===== config.mk =====
export PLATFORM = sky130hd
export DESIGN_NAME = conv_bus_arbiter
export DESIGN_NICKNAME = d
export VERILOG_FILES = /design/src/rtl/conv_bus_arbiter.sv
export SDC_FILE = /design/constraint.sdc
export NUM_CORES = 1
export LEC_CHECK = 0
export ABC_CLOCK_PERIOD_IN_PS = 2800
export CORE_AREA = 2 2 685 687
export DETAILED_ROUTE_END_ITERATION = 6
export DIE_AREA = 0 0 687 689
export PLACE_DENSITY = 0.3
export SETUP_SLACK_MARGIN = 0.3
export SLEW_MARGIN = 30
export SYNTH_ARGS = -nofsm -noshare
export SYNTH_HDL_FRONTEND = slang
export SYNTH_SLANG_ARGS = --single-unit

===== constraint.sdc =====
create_clock -name clk -period 2.8 [get_ports clk]
set_clock_uncertainty 0.1 [all_clocks]
set_input_delay 0.28 -clock clk [delete_from_list [all_inputs] [get_ports clk]]
set_output_delay 0.28 -clock clk [all_outputs]
set_load 0.05 [all_outputs]

===== src/rtl/conv_bus_arbiter.sv =====
// Parametrised SRAM bus switch for NUM_UNITS compute units with a drain/wake mode-change FSM.
// Optional latch-based per-unit clock gating when CONV_BUS_CG_EN is defined.
module conv_bus_arbiter #(
  parameter int NUM_UNITS   = 3,
  parameter int NUM_BUSES   = 5,
  parameter int ADDR_W      = 16,
  parameter int DATA_W      = 32,
  parameter int WREQ_W      = 4,
  parameter logic [WREQ_W-1:0] WREQ_IDLE = '1,
  parameter int DRAIN_MAX   = 64,
  parameter int WAKE_CYCLES = 1,
  parameter int MODE_W      = $clog2(NUM_UNITS+1)
) (
  input  logic                                               clk,
  input  logic                                               rst,
  input  logic [MODE_W-1:0]                                  mode_i,
  input  logic                                               mode_valid_i,
  output logic                                               mode_ready_o,
  output logic [MODE_W-1:0]                                  cur_mode_o,
  output logic                                               busy_o,
  output logic                                               drain_timeout_o,
  output logic [NUM_UNITS-1:0]                               unit_clk_en_o,
  output logic [NUM_UNITS-1:0]                               gated_clk_o,
  input  logic [NUM_UNITS-1:0][NUM_BUSES-1:0]                u_cs_i,
  input  logic [NUM_UNITS-1:0][NUM_BUSES-1:0]                u_oe_i,
  input  logic [NUM_UNITS-1:0][NUM_BUSES-1:0][ADDR_W-1:0]    u_addr_i,
  input  logic [NUM_UNITS-1:0][NUM_BUSES-1:0][WREQ_W-1:0]    u_wreq_i,
  input  logic [NUM_UNITS-1:0][NUM_BUSES-1:0][DATA_W-1:0]    u_wdata_i,
  output logic [NUM_UNITS-1:0][NUM_BUSES-1:0][DATA_W-1:0]    u_rdata_o,
  output logic [NUM_BUSES-1:0]                               m_cs_o,
  output logic [NUM_BUSES-1:0]                               m_oe_o,
  output logic [NUM_BUSES-1:0][ADDR_W-1:0]                   m_addr_o,
  output logic [NUM_BUSES-1:0][WREQ_W-1:0]                   m_wreq_o,
  output logic [NUM_BUSES-1:0][DATA_W-1:0]                   m_wdata_o,
  input  logic [NUM_BUSES-1:0][DATA_W-1:0]                   m_rdata_i
);

  localparam logic [1:0] S_IDLE   = 2'd0;
  localparam logic [1:0] S_ACTIVE = 2'd1;
  localparam logic [1:0] S_DRAIN  = 2'd2;
  localparam logic [1:0] S_WAKE   = 2'd3;

  localparam int DCNT_W = $clog2(DRAIN_MAX+1);
  localparam int WCNT_W = $clog2(WAKE_CYCLES+1);
  localparam logic [MODE_W:0]     MAX_MODE   = (MODE_W+1)'(NUM_UNITS);
  localparam logic [DCNT_W-1:0]   DRAIN_LAST = DCNT_W'(DRAIN_MAX-1);
  localparam logic [WCNT_W-1:0]   WAKE_LAST  = WCNT_W'(WAKE_CYCLES-1);

  logic [1:0]                          state;
  logic [MODE_W-1:0]                   tgt_mode;
  logic [DCNT_W-1:0]                   drain_cnt;
  logic [WCNT_W-1:0]                   wake_cnt;
  logic [NUM_BUSES-1:0]                rd_pending;
  logic [NUM_BUSES-1:0][MODE_W-1:0]    rd_owner;

  logic [MODE_W-1:0] req_mode;
  logic [MODE_W-1:0] owner_idx;
  logic              granted;
  logic              quiet;

  function automatic logic [NUM_UNITS-1:0] mode_onehot(input logic [MODE_W-1:0] m);
    mode_onehot = '0;
    for (int unsigned u = 0; u < NUM_UNITS; u++)
      if (m == MODE_W'(u + 1)) mode_onehot[u] = 1'b1;
  endfunction

  assign req_mode     = ({1'b0, mode_i} > MAX_MODE) ? '0 : mode_i;
  assign mode_ready_o = mode_valid_i & ~rst & ((state == S_IDLE) | (state == S_ACTIVE));
  assign busy_o       = (state == S_DRAIN) | (state == S_WAKE);
  assign granted      = (state == S_ACTIVE) | (state == S_DRAIN);
  assign owner_idx    = cur_mode_o - MODE_W'(1);
  // m_cs_o already carries only the owner's chip selects while granted
  assign quiet        = ~(|m_cs_o) & ~(|rd_pending);

  always_comb begin
    m_cs_o    = '0;
    m_oe_o    = '0;
    m_addr_o  = '0;
    m_wreq_o  = {NUM_BUSES{WREQ_IDLE}};
    m_wdata_o = '0;
    for (int unsigned u = 0; u < NUM_UNITS; u++) begin
      if (granted && owner_idx == MODE_W'(u)) begin
        m_cs_o    = u_cs_i[u];
        m_oe_o    = u_oe_i[u];
        m_addr_o  = u_addr_i[u];
        m_wreq_o  = u_wreq_i[u];
        m_wdata_o = u_wdata_i[u];
      end
    end
  end

  always_comb begin
    u_rdata_o = '0;
    for (int unsigned u = 0; u < NUM_UNITS; u++)
      for (int unsigned b = 0; b < NUM_BUSES; b++)
        if (rd_pending[b] && rd_owner[b] == MODE_W'(u)) u_rdata_o[u][b] = m_rdata_i[b];
  end

  always_ff @(posedge clk or posedge rst) begin
    if (rst) begin
      state           <= S_IDLE;
      tgt_mode        <= '0;
      cur_mode_o      <= '0;
      unit_clk_en_o   <= '0;
      drain_timeout_o <= 1'b0;
      drain_cnt       <= '0;
      wake_cnt        <= '0;
      rd_pending      <= '0;
      rd_owner        <= '0;
    end else begin
      drain_timeout_o <= 1'b0;
      rd_pending      <= m_cs_o & m_oe_o;
      rd_owner        <= {NUM_BUSES{owner_idx}};
      case (state)
        S_IDLE: begin
          if (mode_valid_i && req_mode != '0) begin
            tgt_mode      <= req_mode;
            wake_cnt      <= '0;
            unit_clk_en_o <= mode_onehot(req_mode);
            state         <= S_WAKE;
          end
        end
        S_ACTIVE: begin
          if (mode_valid_i && req_mode != cur_mode_o) begin
            tgt_mode  <= req_mode;
            drain_cnt <= '0;
            state     <= S_DRAIN;
          end
        end
        S_DRAIN: begin
          if (quiet || drain_cnt == DRAIN_LAST) begin
            drain_timeout_o <= ~quiet;
            cur_mode_o      <= '0;
            wake_cnt        <= '0;
            unit_clk_en_o   <= mode_onehot(tgt_mode);
            state           <= (tgt_mode != '0) ? S_WAKE : S_IDLE;
          end else begin
            drain_cnt <= drain_cnt + DCNT_W'(1);
          end
        end
        default: begin
          if (wake_cnt == WAKE_LAST) begin
            cur_mode_o <= tgt_mode;
            state      <= S_ACTIVE;
          end else begin
            wake_cnt <= wake_cnt + WCNT_W'(1);
          end
        end
      endcase
    end
  end

`ifdef CONV_BUS_CG_EN
  logic [NUM_UNITS-1:0] cg_en_lat;
  always_latch begin
    if (!clk) cg_en_lat <= unit_clk_en_o;
  end
  assign gated_clk_o = {NUM_UNITS{clk}} & cg_en_lat;
`else
  assign gated_clk_o = {NUM_UNITS{clk}};
`endif

endmodule

Word-level counts from Yosys, hierarchy flattened. Cells that the tools add are included.

Eq/ne operators: 21. Mux-type cells: 60. Add/sub/neg operators: 3. Reduce and logical (&&, ||, !) cells: 38. Bitwise operators: 13.

Operator list (count): $mux W160 (3); $mux W32 (15); $mux W80 (3); $mux W20 (3); $mux W5 (6); $logic_and A1 B1 Y1 (20); $mux W2 (9); $eq A2 B2 Y1 const B (8); $reduce_and A3 Y1 (5); $mux W7 (2); $pmux W7 S2 (1); $mux W1 (11); $eq A2 B1 Y1 const B (5); $reduce_bool A2 Y1 (5); $reduce_or A5 Y1 (2); $ne A2 B1 Y1 const B (4); $pmux W2 S2 (2); $add A7 B1 Y7 const B (1); $eq A7 B6 Y1 const B (1); $logic_not A2 Y1 (3); $mux W3 (2); $not A1 Y1 (6); $pmux W2 S3 (1); $pmux W3 S2 (1); 12 further kinds (16).

Bits in registers: 25. Word-level logic and storage cells: 144. Bits of input ports: 975. Output and inout bits: 761.

Longest topological paths before layout.
Depth in word-level cells: 12. Mapped depth: 10. Depth with buffers taken out: 8.

==> summary.txt <==
Global routing
  • Total global routing track utilization: 0.1391
  • Vias in the first global route: approximately 24,000
  • M2 GR Usage: 0.2524
  • Total grt overflow: 0
  • Gr busiest metal: met2
  • Global-route wire length before repair: between 300 and 400 mm
  • M3 GR Usage: 0.06885
  • Largest net degree at the start of global routing: approximately 100
  • Initial antenna violation count: 324
  • Routing usage on met1: 0.1361

Timing
  • Final Setup Violations: between 200 and 300
  • Final worst slack: -0.2793 ns
  • Slew Limit Headroom: 0.4567
  • Final Hold Violating Endpoints: 0
  • Period utilization: 1.100
  • Setup_tns: -27.16 ns
  • RSZ-0062 raised after global routing: yes
  • Slew @ Worst Pin: between 0.8 and 0.9 ns
  • Max frequency: 324.7 MHz
  • Minimum clock period: ~3.1 ns
  • Max Slew Vio Count: 0

Synthesis
  • Post-Syn Area: 9723 sq um
  • Average size of a mapped cell: approximately 5.9 sq um
  • Post-synth top area share: 0.2689
  • Syn Inst Count: between 1,500 and 2,000
  • FFs w/ async S/R, synth: 1.000
  • Number of synthesized flops with an enable pin: 0
  • Syn Nets: roughly 2,600
  • Netlist cell types: 51
  • Dominant cell type by area after synthesis: and3_1
  • FF+latch count, synth: 24
  • Top post-synthesis cells by area: and3_1, a221oi_1, nor2_1
  • Synth Warn #: 0
  • Sequential share of the synthesized area: 0.06177
  • Synth Flop Type: dfrtp_1

Routing
  • Routed wire length per instance: 35.23 um
  • Vias per cell: 2.399
  • Routed Antenna Nets: 0
  • Vias post-DR: ~24,000
  • Drc violations: 0
  • Final WL: 346.2 mm
  • Pre-Repair DR Iteration Count: 5
  • First DRT Iteration DRCs: 1,308

Critical path
  • Worst R2R Start: cur_mode_o[0]$_DFFE_PP0P_
  • Worst setup path startpoint: state[1]$_DFFE_PP0P_
  • Setup crit end: m_wdata_o[153]
  • Worst path slowest cell: a221oi_4
  • Crit-path cells: inv_2, ha_4, nand2_4, nor2_4, buf_12, buf_12, buf_6, buf_12, a221oi_4, nor2_4, buf_12
  • CP arrival: approximately 2.7 ns
  • Register-to-Register Path Depth: 11
  • Crit path capture type: output port
  • Register-to-register setup slack: -0.11 ns
  • CP peak stage delay: between 0.6 and 0.7 ns
  • CP Class: reg -> out
  • Required time of the critical path: 2.42 ns
  • CP max FO: 6
  • Most Frequent Cell on Critical Path: buf_12
  • CP startpoint kind: register
  • RR Endpoint: state[1]$_DFFE_PP0P_

Placement
  • Post-place setup slack: -0.4310 ns
  • Port buffer count: around 1,700
  • Gp weighted congestion: 1.083
  • Placed cell count: 9,607
  • HPWL Detailed: 315.1 mm

Clocking
  • CTS tree: built
  • Clock latency on the worst-skew pair: 0.38 ns
  • CTS clk-pin slew, worst paths: around 0.070 ns
  • Hold_buf cts: 0

Die
  • Num rows: around 250
  • Top Ports: ~1,700
  • Core area: 466,100 sq um
  • Die X: 687 um
  • Initial Utilization: 0.02086
  • Full die area: 473,300 sq um
  • Chip height: 689 um

Layout
  • FF/Latch Area: roughly 620 sq um
  • Layout Cells excl Fill: between 9,000 and 10,000
  • Area taken by multi-input logic gates: between 10,000 and 15,000 sq um
  • Final net count: ~4,500
  • Share of layout cells above drive strength 1: 0.4610
  • Area delta synth->final: 408.6%
  • Leading cell type in the layout, fill and taps excluded: clkdlybuf4s50_1
  • Most frequent cells in the layout: clkdlybuf4s50_1, buf_12, and3_1
  • Layout Utilization: 0.1061
  • Fill count: approximately 54,000

Pwr
  • Power per Cell Area: 979.3 nW/um^2
  • Static Leakage: between 0.015 and 0.02 uW
  • Worst-case vdd ir drop: about 0.91 mV
  • Final Power: slightly below 50,000 uW

Outcome
  • Failing checks: negative setup slack
  • Status: complete, but fails checks

Worst hold path
  • Min-delay worst type: in -> async

Flow run
  • # Max-Cap Violations: 0
## cell families (layout without fill, tap and decap cells)
group	count (synthesis)	in the layout	share of synthesized area
buf+inv	232	2057	0.09162
fa+ha+maj	8	8	0.01030
flops	24	24	0.06177
mux	9	9	0.01055
simple gates	1054	1054	0.5455
xor+xnor	2	2	0.001802
compound gates	331	332	0.2785
other cells	0	142	0
## Yosys cell counts, types with 3 or more instances
| library cell | count |
|---|---|
| nor2_1 | 513 |
| and3_1 | 418 |
| a221oi_1 | 244 |
| clkbuf_1 | 207 |
| and2_1 | 71 |
| a21oi_1 | 35 |
| dfrtp_1 | 24 |
| o22ai_1 | 20 |
| nand2_1 | 16 |
| buf_1 | 10 |
| ha_1 | 8 |
| inv_1 | 8 |
| o21ai_0 | 7 |
| nor3b_1 | 6 |
| buf_4 | 5 |
| nand3_1 | 5 |
| nand3b_1 | 5 |
| mux2_1 | 4 |
| nand2b_1 | 4 |
| o21a_1 | 4 |
| a211o_1 | 3 |
| or3_1 | 3 |
## how the worst min path moves through the flow
stage | slack, ns | to | from
floorplan | 0.19 | drain_cnt[0]$_DFFE_PP0P_ | rst
global placement | 0.41 | rd_owner[8]$_DFF_PP0_ | cur_mode_o[0]$_DFFE_PP0P_
detailed placement | 0.41 | rd_owner[8]$_DFF_PP0_ | cur_mode_o[0]$_DFFE_PP0P_
CTS | 0.41 | drain_cnt[1]$_DFFE_PP0P_ | rst
global route | 0.30 | drain_cnt[0]$_DFFE_PP0P_ | rst
finish | 0.23 | drain_cnt[1]$_DFFE_PP0P_ | rst
## layout make-up
class / count / share of cell area
Tap cell: 6198 / 0.1568
Antenna cell: 142 / 0.007186
Sequential cell: 24 / 0.01252
Clock buffer: 12 / 0.004327
Timing Repair Buffer: 2036 / 0.5667
Multi-Input combinational cell: 1405 / 0.2517
Inverter: 9 / 0.0006831
## flip-flops by register name (all words and copies together), names as in the netlist
| name | flops |
|---|---|
| drain_cnt | 7 |
| rd_pending | 5 |
| unit_clk_en_o | 3 |
| cur_mode_o | 2 |
| rd_owner | 2 |
| state | 2 |
| tgt_mode | 2 |
| drain_timeout_o | 1 |
## power by group
group          leakage, uW  internal, uW  total (uW)  switching [uW]
combinational       0.0175         19300       46700           27400
clock             0.000104           529        1040             515
sequential        0.000298           483         649             166
## critical path, delay by kind of cell (launching register included)
family          cells  cell delay, ns
fa+ha+maj           1            0.23
flops               1            0.40
simple gates        3            0.22
buf+inv             6            0.83
compound gates      1            0.61
## stage by stage
stage,hold slack [ns],area (sq um)
3_3_place_gp,0.4116,46440
4_1_cts,0.4095,48080
2_1_floorplan,0.1945,12520
6_report,0.2294,49450
5_1_grt,0.3044,49300
3_5_place_dp,0.4124,46450
## per-layer routing
layer / part of all wire / routed length, um
met3: 0.12 / 40040
met1: 0.33 / 115500
met5: 0.0021 / 719
met4: 0.045 / 15500
met2: 0.50 / 174500
## what timing repair did
| action | CTS | global route |
|---|---|---|
| setup endpoints to repair | 360 | 521 |
| buffers inserted | 38 | 14 |
| pin swaps | 20 | 24 |
| cloned | 7 | 9 |
| gates resized for setup | 144 | 114 |
Power figures use the tool's default switching activity.
